File: config.mk
export PLATFORM = sky130hd
export DESIGN_NAME = pokey_serout
export DESIGN_NICKNAME = d
export VERILOG_FILES = /design/src/rtl/pokey_serout.sv
export SDC_FILE = /design/constraint.sdc
export NUM_CORES = 1
export LEC_CHECK = 0
export CAP_MARGIN = 20
export CELL_PAD_IN_SITES_DETAIL_PLACEMENT = 0
export CELL_PAD_IN_SITES_GLOBAL_PLACEMENT = 1
export CORE_AREA = 5 5 55 57
export DETAILED_ROUTE_END_ITERATION = 10
export DIE_AREA = 0 0 60 62
export GPL_ROUTABILITY_DRIVEN = 1
export PLACE_DENSITY_LB_ADDON = 0.2
export SYNTH_ARGS = -nofsm -noshare
export SYNTH_HDL_FRONTEND = slang
export SYNTH_SLANG_ARGS = --single-unit
File: constraint.sdc
create_clock -name clk -period 3.3 [get_ports clk]
set_input_delay 0.495 -clock clk [delete_from_list [all_inputs] [get_ports clk]]
set_output_delay 0.495 -clock clk [all_outputs]
set_load 0.01 [all_outputs]
File: src/rtl/pokey_serout.sv
// rtl/pokey_serout.sv - POKEY serial-output framer (SEROUT holding register + 10-bit frame shifter)
//
// Purpose:
//   Accepts SEROUT writes into a holding register, transfers the byte into a
//   10-bit frame shifter (start 0, 8 data LSB-first, stop 1) on a bit-clock
//   enable and drives the serial data line one bit per bit_en.
//   Back-to-back frames follow with no idle mark bit when the holding
//   register has been refilled before the stop bit completes.
//
// Optional feature macro: SEROUT_BREAK_EN
//   When defined, the force_break input exists and forces sod low while
//   high, without disturbing framing state.
//
// Ports:
//   clk         in   system clock, rising edge
//   rst_n       in   asynchronous active-low reset
//   bit_en      in   one-clk pulse per bit period; all framing advances on it
//   wr_en       in   one-clk SEROUT write strobe (accepted every clk)
//   wr_data     in   [7:0] byte to transmit
//   force_break in   (SEROUT_BREAK_EN only) hold sod at 0 while high
//   sod         out  serial data out, idle/mark = 1
//   sout_req    out  one-clk pulse when the holding register is emptied
//   xmt_done    out  shifter idle and holding register empty
//   busy        out  frame in progress

module pokey_serout (
  input  logic       clk,
  input  logic       rst_n,
  input  logic       bit_en,
  input  logic       wr_en,
  input  logic [7:0] wr_data,
`ifdef SEROUT_BREAK_EN
  input  logic       force_break,
`endif
  output logic       sod,
  output logic       sout_req,
  output logic       xmt_done,
  output logic       busy
);

  typedef enum logic {
    IDLE  = 1'b0,
    SHIFT = 1'b1
  } state_t;

  localparam logic [3:0] LAST_BIT = 4'd9;

  state_t      state,     state_n;
  logic [7:0]  hold,      hold_n;
  logic        hold_full, hold_full_n;
  logic [9:0]  shreg,     shreg_n;
  logic [3:0]  cnt,       cnt_n;
  logic        sout_req_n;
  logic        transfer;
  logic        framer_sod;

  always_ff @(posedge clk or negedge rst_n) begin
    if (!rst_n) begin
      state     <= IDLE;
      hold      <= 8'h00;
      hold_full <= 1'b0;
      shreg     <= 10'h3FF;
      cnt       <= 4'd0;
      sout_req  <= 1'b0;
    end else begin
      state     <= state_n;
      hold      <= hold_n;
      hold_full <= hold_full_n;
      shreg     <= shreg_n;
      cnt       <= cnt_n;
      sout_req  <= sout_req_n;
    end
  end

  always_comb begin
    state_n     = state;
    hold_n      = hold;
    hold_full_n = hold_full;
    shreg_n     = shreg;
    cnt_n       = cnt;
    sout_req_n  = 1'b0;
    transfer    = 1'b0;

    case (state)
      IDLE: begin
        if (bit_en && hold_full) begin
          transfer = 1'b1;
        end
      end
      SHIFT: begin
        if (bit_en) begin
          if (cnt < LAST_BIT) begin
            shreg_n = {1'b1, shreg[9:1]};
            cnt_n   = cnt + 4'd1;
          end else if (hold_full) begin
            // Stop bit just finished and a byte is waiting: chain directly.
            transfer = 1'b1;
          end else begin
            state_n = IDLE;
          end
        end
      end
      default: state_n = IDLE;
    endcase

    // Transfer uses the pre-write hold value; a same-cycle write lands
    // afterwards and keeps hold_full set.
    if (transfer) begin
      shreg_n     = {1'b1, hold, 1'b0};
      cnt_n       = 4'd0;
      state_n     = SHIFT;
      hold_full_n = 1'b0;
      sout_req_n  = 1'b1;
    end

    if (wr_en) begin
      hold_n      = wr_data;
      hold_full_n = 1'b1;
    end
  end

  assign framer_sod = (state == SHIFT) ? shreg[0] : 1'b1;

`ifdef SEROUT_BREAK_EN
  assign sod = framer_sod & ~force_break;
`else
  assign sod = framer_sod;
`endif

  assign busy     = (state == SHIFT);
  assign xmt_done = (state == IDLE) & ~hold_full;

endmodule

# Word level (Yosys, flattened, before mapping)
# Cells that the tools add are included.
totals:
  reg_bits: 25
  in_bits: 12
  output_inout_bits: 4
op_classes:
  add_sub_neg: 1
  n_lt_le_gt_ge: 1
  muxes: 21
  n_bitwise: 3
  n_reduce_logical: 6
op_table:
  columns: ["operator", "count"]
  rows:
  - ["2-to-1 mux 10 bit", 4]
  - ["2-to-1 mux 4 bit", 4]
  - ["2-to-1 mux 1 bit", 12]
  - ["nonzero test 2 bit", 4]
  - ["adder 4 x 1 -> 4 bit (second input constant)", 1]
  - ["less-than comparator 4 bit (second input constant)", 1]
  - ["AND reduction 3 bit", 1]
  - ["inverter 1 bit", 2]
  - ["case mux 1 bit (2 select lines)", 1]
  - ["AND 1 bit", 1]
  - ["logical AND 1 bit", 1]

# Longest topological paths before layout
depth:
  ltp_word: 6
  ltp_mapped: 7

# Worst setup path after synthesis
# OpenSTA, ideal clock, no wires.
synth_timing:
  path_type: "reg-to-reg"
  from: "register cnt[0]"
  to: "register shreg[1]"
  setup_time_ps: 83
  arrival_time_ps: 1476
  required_ps: 3217
  setup_slack_ps: 1740
  path_stages_with_launch: 8
  n_path_buf: 1
  period_less_slack_ps: 1560
  path_cell_list: "dfrtp_1 -> inv_1 -> ha_1 -> nor2b_2 -> o211a_4 -> buf_6 -> and2_1 -> a221o_1"
synth_via:
  elab_chain_cells: 6
  word_cells_on_any_way: 9
synth_lines:
  columns: ["item", "line", "text"]
  rows:
  - ["from (decl)", "52", "logic [3:0] cnt, cnt_n;"]
  - ["from (signal assigned)", "70", "cnt <= cnt_n;"]
  - ["less-than comparator 4 bit (*)", "92", "if (cnt < LAST_BIT) begin"]
  - ["2-to-1 mux 1 bit", "92", null]
  - ["2-to-1 mux 1 bit", "91", "if (bit_en) begin"]
  - ["case mux 1 bit (2 select lines)", "84", "case (state)"]
  - ["nonzero test 2 bit (no line)", null, null]
  - ["AND reduction 3 bit (no line)", null, null]
  - ["to (signal assigned)", "69", "shreg <= shreg_n;"]
  - ["to (decl)", "51", "logic [9:0] shreg, shreg_n;"]
# Every way passes the cells marked *; elsewhere a longest branch is shown, timed or not.
# A chain may end at the register's enable or synchronous reset.

# Worst setup path in the final report
layout_timing:
  from: "register shreg[0]"
  to: "output port sod"
layout_via:
  elab_chain_cells: 1
layout_lines:
  columns: ["item", "line", "text"]
  rows:
  - ["2-to-1 mux 1 bit", "122", "assign framer_sod = (state == SHIFT) ? shreg[0] : 1'b1;"]
  - ["to (decl)", "35", "output logic sod,"]
# Every way passes these cells.

==> results.md <==
* Area used by multi-input combinational logic at 393 µm²
* Cell at the slowest stage of the critical path: sky130_fd_sc_hd__dfstp_2
* Power per cell area at 796 mW/mm²
* Die Outline Area at 0.00372 mm²
* EDFF count, synth at 0
* Final Wtd Congestion at 0.754
* Required time of the worst setup path at 2800 ps
* Nets@finish at 111
* Dominant combinational cell family by area after synthesis: compound AO/OA/AOI/OAI gates
* Clock tree from TritonCTS: yes
* FF+latch count, synth at 24
* Fraction of registers with async set/reset at 100%
* Initial core utilization at 43.5%
* Post-Synthesis Cell Area at 0.00106 mm²
* Cells along the critical path: nand2b_1, clkdlybuf4s50_1
* Average instance area after synthesis at 13.2 µm²
* Internal Pwr Total at 717 µW
* Beginning of the critical path: shreg[0]
* Setup WS pre-CTS at 1170 ps
* Synth-to-layout area growth at 20.2%
* Net load switching power at 295 µW
* Most used standard cells in the synthesized netlist: sky130_fd_sc_hd__dfrtp_1 (15), sky130_fd_sc_hd__dfstp_2 (9), sky130_fd_sc_hd__mux2_2 (9)
* Maximum number of pins on one net before global-route repair at 23
* Mapped Nets at 94
* Count of endpoints failing setup in the final report at 0
* Worst min-delay path category: reg -> reg
* Maximum ir drop on the vdd rail at 534 µV
* Setup crit start kind: register
* Number of violations reported at the end of detailed-routing iteration 0 at 33
* Leading area contributor after synthesis: sky130_fd_sc_hd__dfrtp_1
* Maximum frequency from static timing analysis at 0.504 GHz
* Via count of the first global-routing pass at 636
* Max incr delay on CP at 550 ps
* Share of final-layout standard cells stronger than drive strength 1 at 30.2%
* Wire length of the first global-routing pass at 2900 µm
* Number of hold violations in the final report at 0
* Count of distinct cell types in the synthesized netlist at 25
* Area post-placement at 0.00122 mm²
* Num CTS Buffers at 3
* Pre-antenna DRT Iters at 4
* Final period util at 60.2%
* TNS Setup at 0 ps
* Cell types with the largest area share after synthesis: sky130_fd_sc_hd__dfrtp_1 (36%), sky130_fd_sc_hd__dfstp_2 (22%), sky130_fd_sc_hd__mux2_2 (9.6%)
* Net Sw Frac at 29.2%
* Cell type group with the largest total delay on the critical path: flip-flops
* Category of the most critical setup path: reg -> out
* Multiplexer share of the synthesized area at 9.59%
* Average routed wire per standard cell at 13.6 µm
* CTS Buffer Depth at 2
* Share of power burned in registers at 47.1%
* Critical path capture point type: output pin
* Most used flip-flop cell after synthesis: sky130_fd_sc_hd__dfrtp_1
* Clock-pin slew on the worst setup and hold paths at 130 ps
* Aggregate global-route resource usage at 10.5%
* Share of the synthesized area in the top cell type at 35.5%
* Complex-gate fraction of the synthesized area at 15.9%
* Clock latency on the worst-skew pair at 310 ps
* CTS Root Buffer Type: sky130_fd_sc_hd__clkbuf_4
* Slew @ Worst Pin at 942 ps
* Largest fanout of any net on the critical path at 2
* Area of all placed cells without fillers at 0.00127 mm²
* Minimum clock period after layout at 1990 ps
* FP Rows at 18
* Adder and majority cell fraction of the synthesized area at 2.37%
* Critical register-to-register path startpoint: cnt[0]
* Maximum clock skew at final layout at 5.61 ps
* Share of total power in the clock network at 20.6%
* Power, Total at 1.01 mW
* Yosys Warn Count at 0
* Number of violations of the max-capacitance limit at 0
* Die Height at 62 µm
* CTS Hold Bufs at 0
* Antenna diode count at 0
* Relative max-transition margin at 37.0%
* Sequential cell area at 612 µm²
* Area share of and/or/nand/nor cells after synthesis at 9.35%
* HPWL after detailed placement at 1200 µm
* Number of instances in the synthesized netlist at 80
* Global route overflow at 0
* Final critical-path setup slack at 1310 ps
* Number of max-slew violations in the final report at 0
* # port buffers at 15
* Buf/Inv on CP at 1
* Post-DR vias/cell at 5.05
* Sequential element share of the synthesized area at 57.9%
* H-tree depth at 1
* Combinational share of power at 32.3%
* Post-CTS setup buffer count at 0
* Total wire length after detailed routing at 1710 µm
* Drc violations at 0
* Sinks on the clock net at 24
* Antenna Nets Post-Route at 0
* Critical path data arrival time at 1490 ps
* Routed vias at 636
* RSZ-0062 raised after global routing: false
* Number of primary I/O pins at 16
* Number of antenna violations at the first check in global routing at 0
* Fill cell count at 223
* Outcome: completed
* LEAKAGE at 0.535 nW
* Post-route core utilization at 52.3%
* Top-count cell post-synth: sky130_fd_sc_hd__dfrtp_1
* Synth Area in XOR/XNOR at 0%
* Width of the chip at 60 µm
* Hold Crit Start: shreg[8]
* Core area at 0.00243 mm²
* Resized Gates After CTS at 0
-- stage by stage --
step	cells	hold WS (ps)
2_1_floorplan	80	199
3_3_place_gp	122	459
3_5_place_dp	122	469
4_1_cts	126	487
5_1_grt	126	507
6_report	126	477
-- power groups by stage --
stage | logic [mW] | registers, mW | clock network (mW)
final | 0.327 | 0.477 | 0.209
after CTS | 0.335 | 0.477 | 0.218
after detailed placement | 0.336 | 0.480 | 0
after global routing | 0.364 | 0.491 | 0.229
after global placement | 0.326 | 0.483 | 0
after floorplan | 0.259 | 0.470 | 0
-- sequential cells by signal (all words and copies together), names as in the netlist --
name,flops
sout_req,1
cnt,4
hold,8
busy,1
shreg,9
hold_full,1
-- worst paths after layout --
check | endpoint | slack (ps) | depth (start not counted)
worst max register to register | shreg[1] | 1410 | 6
worst max-delay path | sod | 1310 | 2
max in group asynchronous | shreg[4] | 1930 | 2
worst min-delay path | shreg[8] | 480 | 2
worst min register to register | shreg[8] | 480 | 2
min in group asynchronous | busy | 690 | 1
-- cell usage in the layout (no fill, tap or decap), drive strengths merged, types with 2 or more instances in the layout --
cell and n:
dfstp 9, a22o 2, and2 7, ha 2, clkbuf 3, inv 5
mux2 9, dfrtp 15, nand2b 2, nor2b 2, nand2 5, o21ai 3
clkdlybuf4s50 15, a221o 7
-- worst register-to-register path, cell delays in order, from the launching register on --
cell and delay [ps]:
sky130_fd_sc_hd__dfrtp_1 420, sky130_fd_sc_hd__inv_1 60, sky130_fd_sc_hd__ha_1 180, sky130_fd_sc_hd__nor2b_2 160
sky130_fd_sc_hd__o21ai_2 200, sky130_fd_sc_hd__nor2b_1 560, sky130_fd_sc_hd__a221o_1 260
-- area by class of cell --
class | count | area share, %
Sequential cell | 24 | 48.1
Multi-Input combinational cell | 47 | 30.9
Timing Repair Buffer | 16 | 12.4
Tap cell | 30 | 2.95
Clock inverter | 1 | 2.36
Clock buffer | 3 | 1.77
Inverter | 5 | 1.48
-- cells by family after synthesis --
family / Yosys count
flip-flops: 24
AO/OA/AOI/OAI: 18
AND/OR/NAND/NOR: 18
buffers and inverters: 9
multiplexers: 9
adder cells (fa/ha/maj): 2
-- per-layer routing --
metal | GRT usage [%] | share of wire, %
met5 | 0 | 0
met1 | 13.9 | 50
met2 | 16.8 | 44
met4 | 1.90 | 0.47
met3 | 3.72 | 5.3
(Power assumes the default switching activity.)
==> variant 1, RTL diff (same flow settings) <==
Register the inputs `bit_en`, `wr_en` and `wr_data` before use. The logic sees them one clock later.
--- a/src/rtl/pokey_serout.sv
+++ b/src/rtl/pokey_serout.sv
@@ -45,6 +45,16 @@
 
   localparam logic [3:0] LAST_BIT = 4'd9;
 
+  logic bit_en_q;
+  logic wr_en_q;
+  logic [7:0] wr_data_q;
+
+  always_ff @(posedge clk) begin
+    bit_en_q  <= bit_en;
+    wr_en_q   <= wr_en;
+    wr_data_q <= wr_data;
+  end
+
   state_t      state,     state_n;
   logic [7:0]  hold,      hold_n;
   logic        hold_full, hold_full_n;
@@ -83,12 +93,12 @@
 
     case (state)
       IDLE: begin
-        if (bit_en && hold_full) begin
+        if (bit_en_q && hold_full) begin
           transfer = 1'b1;
         end
       end
       SHIFT: begin
-        if (bit_en) begin
+        if (bit_en_q) begin
           if (cnt < LAST_BIT) begin
             shreg_n = {1'b1, shreg[9:1]};
             cnt_n   = cnt + 4'd1;
@@ -113,8 +123,8 @@
       sout_req_n  = 1'b1;
     end
 
-    if (wr_en) begin
-      hold_n      = wr_data;
+    if (wr_en_q) begin
+      hold_n      = wr_data_q;
       hold_full_n = 1'b1;
     end
   end
Formal check against the unedited RTL: not equivalent (Yosys sat finds a counterexample within 4 cycles, from zero or initial values and one cycle with rst_n low).
==> variant 1 against the unedited design <==
  * Register-to-register slack worse by 0.08 ns
  * Cell area is 18% higher
  * Sequential cell count is 10 higher
  * Count of clock-buffer cells in the layout is 3 higher
  * Power is 14% higher
  * Routed wire length is 18% higher
  * Worst setup slack better by 0.0082 ns
  * Critical path depth stayed put
  * Synthesized area is 19% higher
==> variant 1: results (changes against the unedited design) <==
Global route
  • Largest net degree at the start of global routing: 24 (+4.3%)
  • Vias in the first global route: 766 (+20%)
  • GRT Util Overall: 13.3% (+2.8 points)
  • First-pass GRT wire length: 3440 µm (+19%)

CTS
  • Worst-path clk slew: 0.09 ns (-0.04 ns)
  • Num CTS Buffers: 5 (+2)
  • H-tree depth: 2 (+1)
  • Post-CTS Setup Repair Bufs: 0 (unchanged)
  • Worst-Skew Late Latency: 0.33 ns (+0.02 ns)
  • Root Buffer: clkbuf_4

Synthesis
  • Ys async rst share: 70.6% (-29 points)
  • Cell variety after synth: 26 (+4.0%)
  • Ys Warns: 0 (unchanged)
  • Synth top cells by count: dfrtp_1 (15), dfxtp_1 (10), dfstp_2 (9), mux2_2 (9)
  • Syn_nets: 104 (+11%)
  • Sequential area share after synthesis: 64.6% (+6.7 points)
  • Area contributors post-synth: dfrtp_1 (30%), dfstp_2 (19%), dfxtp_1 (16%)

Power
  • Leakage: 0.000636 µW (+19%)
  • Worst VDD drop: 0.000427 V (-20%)

Routing
  • Initial DRT Pass Iterations: 4 (unchanged)
  • Starting DRC count in detailed routing: 31 (-6.1%)
  • Routed length per placed instance: 14.3 µm (+5.4%)
  • Detailed-route via count: 738 (+16%)

Cells and area
  • Layout cell share with drive strength beyond 1: 29.7% (-0.48 points)
  • Top Registers: shreg (9), hold (8), wr_data_q (8)
  • Fin nets: 124 (+12%)

Critical path
  • R2R Setup Slk: 1.33 ns (-0.08 ns)
  • R2R Path End: shreg[4]
  • CP arrival: 1.48 ns
  • Critical path origin: shreg[0]

Placement
  • Number of port buffers: 15 (unchanged)
  • Detailed placement HPWL: 1320 µm (+10%)
  • Routability cong.: 0.727 (-3.5%)

Run status
  • Status: finished clean

Timing
  • Clock skew: 0.0167 ns (+0.0111 ns)
  • Slew headroom: 55.8% (+19 points)

Worst hold path
  • Min-delay worst type: input port to asynchronous set/reset pin

Job
  • Reported max-cap violation count: 0 (unchanged)
-- variant 1: cell types whose count changed after synthesis --
cell	delta
dfxtp_1	+10
-- variant 1: cells by family after synthesis --
family,count (synthesis),share of synthesized area (%)
AOI/OAI and AO/OA,18,13.3
muxes,9,8.06
buffers and inverters,9,4.18
and+or+nand+nor,18,7.86
DFF,34,64.6
adders and majority gates,2,1.99
-- variant 1: worst max-delay path, cell delays in order (launching register included) --
cell,delay [ns]
dfstp_2,0.54
nand2b_1,0.09
clkdlybuf4s50_1,0.53
-- variant 1: worst min path at each step --
stage	cells past startpoint	slack [ns]	end	startpoint
2_1_floorplan	0	0.20	busy	rst_n
3_3_place_gp	2	0.42	hold[7]	wr_data_q[7]
3_5_place_dp	2	0.43	hold[7]	wr_data_q[7]
4_1_cts	2	0.46	hold[7]	wr_data_q[7]
5_1_grt	1	0.44	hold[0]	rst_n
6_report	1	0.45	hold[0]	rst_n
-- variant 1: power by group --
part / total (µW) / internal, µW / leakage, µW / switching, µW
registers: 610 / 542 / 0.000355 / 67.8
logic: 335 / 185 / 0.000248 / 150
clock network: 210 / 81.0 / 0.0000320 / 129
-- variant 1: cell type report --
type                    instances  area (µm²)
well taps                      30        37.5
clock buffers                   6        41.3
flip-flops and latches         34         812
inverters                       5        18.8
multi-input cells              47         393
repair buffers                 17         185
clock inverters                 2        10.0
fillers                       209         935
-- variant 1: per-stage QoR --
step                      instances  instance area, µm²  total power (µW)  setup WS (ns)  hold slack, ns
after floorplan                  90                1260               862           1.74           0.199
after global placement          132                1420               940           1.39           0.422
after detailed placement        132                1420               956           1.34           0.430
after CTS                       140                1470              1170           1.29           0.457
after global routing            141                1500              1240           1.21           0.438
final                           141                1500              1160           1.32           0.446
-- variant 1: layer usage --
metal	GRT usage (%)	part of all wire (%)	routed length (µm)	vias up
met3	6.20	6.2	126	2
met4	7.59	0.64	13	0
li1	-	-	-	355
met1	15.7	44	884	363
met2	19.9	49	994	18
met5	0	0	0	-
==> variant 2, RTL diff (same flow settings) <==
Without the edit above. Add a define of `SEROUT_BREAK_EN`.
--- a/src/rtl/pokey_serout.sv
+++ b/src/rtl/pokey_serout.sv
@@ -22,6 +22,8 @@
 //   sout_req    out  one-clk pulse when the holding register is emptied
 //   xmt_done    out  shifter idle and holding register empty
 //   busy        out  frame in progress
+
+`define SEROUT_BREAK_EN
 
 module pokey_serout (
   input  logic       clk,
Ports: changed (added force_break); port bits go from 16 to 17. No check against the original RTL was run, so the function may have changed too.
==> variant 2 against the unedited design <==
  * Routed wire length up 8.2%
  * Synthesized area is 1.1% higher
  * Largest power group unchanged
  * Highest routed layer unchanged
  * Non-clock buffer count up 1
  * Global-route usage grew 1.9 points
  * Register-to-register slack gained 0.24 ns
  * Clock skew is 0.0055 ns higher
  * Worst setup slack lost 0.089 ns
  * Synthesized cell count unchanged
  * Die area is the same
  * Critical path depth grew 1
  * Sequential cell count stayed put
  * Cell area increased by 1.5%
  * Power increased by 1.4%
==> variant 2: results (changes against the unedited design) <==
Run status
  • Status: finished clean

Synthesis
  • Syn_nets: 95 (+1.1%)
  • Synth top cells by count: dfrtp_1 (15), dfstp_2 (9), mux2_2 (9)
  • Ys async rst share: 100% (unchanged)
  • Ys Warns: 0 (unchanged)
  • Sequential area share after synthesis: 57.3% (-0.61 points)
  • Cell variety after synth: 28 (+12%)
  • Area contributors post-synth: dfrtp_1 (35%), dfstp_2 (22%), mux2_2 (9.5%)

CTS
  • Num CTS Buffers: 3 (unchanged)
  • Longest Clk Path Bufs: 2 (unchanged)
  • Worst-Skew Late Latency: 0.32 ns
  • CTS resizes: 0 (unchanged)

Global route
  • Initial antenna violation count: 0 (unchanged)
  • First-pass GRT wire length: 3290 µm (+14%)
  • Met3 GRT Util: 5.17% (+1.4 points)
  • Met1 Use GR: 14.7% (+0.84 points)
  • GRT Util Overall: 12.3% (+1.9 points)
  • Vias in the first global route: 704 (+11%)
  • Grt met2 use: 19.9% (+3.1 points)
  • Largest net degree at the start of global routing: 22 (-4.3%)

Job
  • Reported max-cap violation count: 0 (unchanged)

Placement
  • Post-placement cell area: 1250 µm² (+2.9%)
  • Placement Setup Slack: 1.24 ns (+0.0741 ns)
  • Detailed placement HPWL: 1300 µm (+8.6%)
  • Placed cells: 124 (+1.6%)
  • Routability cong.: 0.697 (-7.6%)
  • Number of port buffers: 16 (+1)

Power
  • Worst VDD drop: 0.000394 V (-26%)
  • Comb. pwr: 364 µW (+11%)
  • Leakage: 0.000547 µW (+2.3%)
  • Sw frac: 31.2% (+2.1 points)
  • Sequential power: 509 µW (+6.7%)
  • Power Internal: 706 µW (-1.5%)

Cells and area
  • Top Registers: shreg (9), hold (8), cnt (4)
  • Fin nets: 114 (+2.7%)
  • Layout cell share with drive strength beyond 1: 34.7% (+4.5 points)
  • Synth-to-layout area growth: 20.7%
  • Ant. Diodes: 0 (unchanged)
  • Layout Cells excl Fill: 128 (+1.6%)
  • # fillers: 237 (+6.3%)

Timing
  • Fin crit period: 2.07 ns (+0.0891 ns)
  • Clock skew: 0.0111 ns (+0.00548 ns)
  • Worst Max-Slew Pin Slew: 0.914 ns (-0.0271 ns)
  • Final setup vio count: 0 (unchanged)
  • WHS: 0.476 ns (-0.00125 ns)

Critical path
  • CP top delay family: buffers and inverters
  • Critical path peak fanout: 2 (unchanged)
  • R2R Setup Slk: 1.65 ns (+0.24 ns)

Routing
  • Max Used Layer: met4
  • Initial DRT Pass Iterations: 4 (unchanged)
  • Routed met3 length: 127 µm (+40%)
  • Detailed-route via count: 680 (+6.9%)
  • Routed WL: 1850 µm (+8.2%)
  • DR WL met2: 828 µm (+9.8%)
  • Met1 wire length: 872 µm (+1.8%)
  • Starting DRC count in detailed routing: 22 (-33%)
variant 2: cell type report:
class	count	area share [%]
inverter	4	1.16
sequential	24	47.4
clock buffer	4	2.81
tap	30	2.91
timing repair buffer	17	13.0
multi-input combinational	49	32.7
variant 2: worst paths after layout:
kind,start,end,cells after the start
setup / recovery,shreg[0],sod,3
hold / removal,shreg[8],shreg[8],2
setup reg to reg,cnt[0],shreg[2],6
hold reg to reg,shreg[8],shreg[8],2
max in group asynchronous,rst_n,shreg[7],2
min in group asynchronous,rst_n,cnt[3],1
variant 2: tightest hold or removal path, stage by stage (launching register included):
cell and delay [ns]:
dfstp_2 0.39, inv_1 0.04, a21oi_1 0.05
variant 2: kinds of logic (layout without fill, tap and decap cells):
logic type      count (synthesis)  after routing  synth area share (%)
flops                          24             24                  57.3
compound gates                 20             20                  17.7
fa+ha+maj                       2              2                  2.34
simple gates                   17             17                  9.02
buf+inv                         7             25                  3.28
mux                            10             10                  10.4
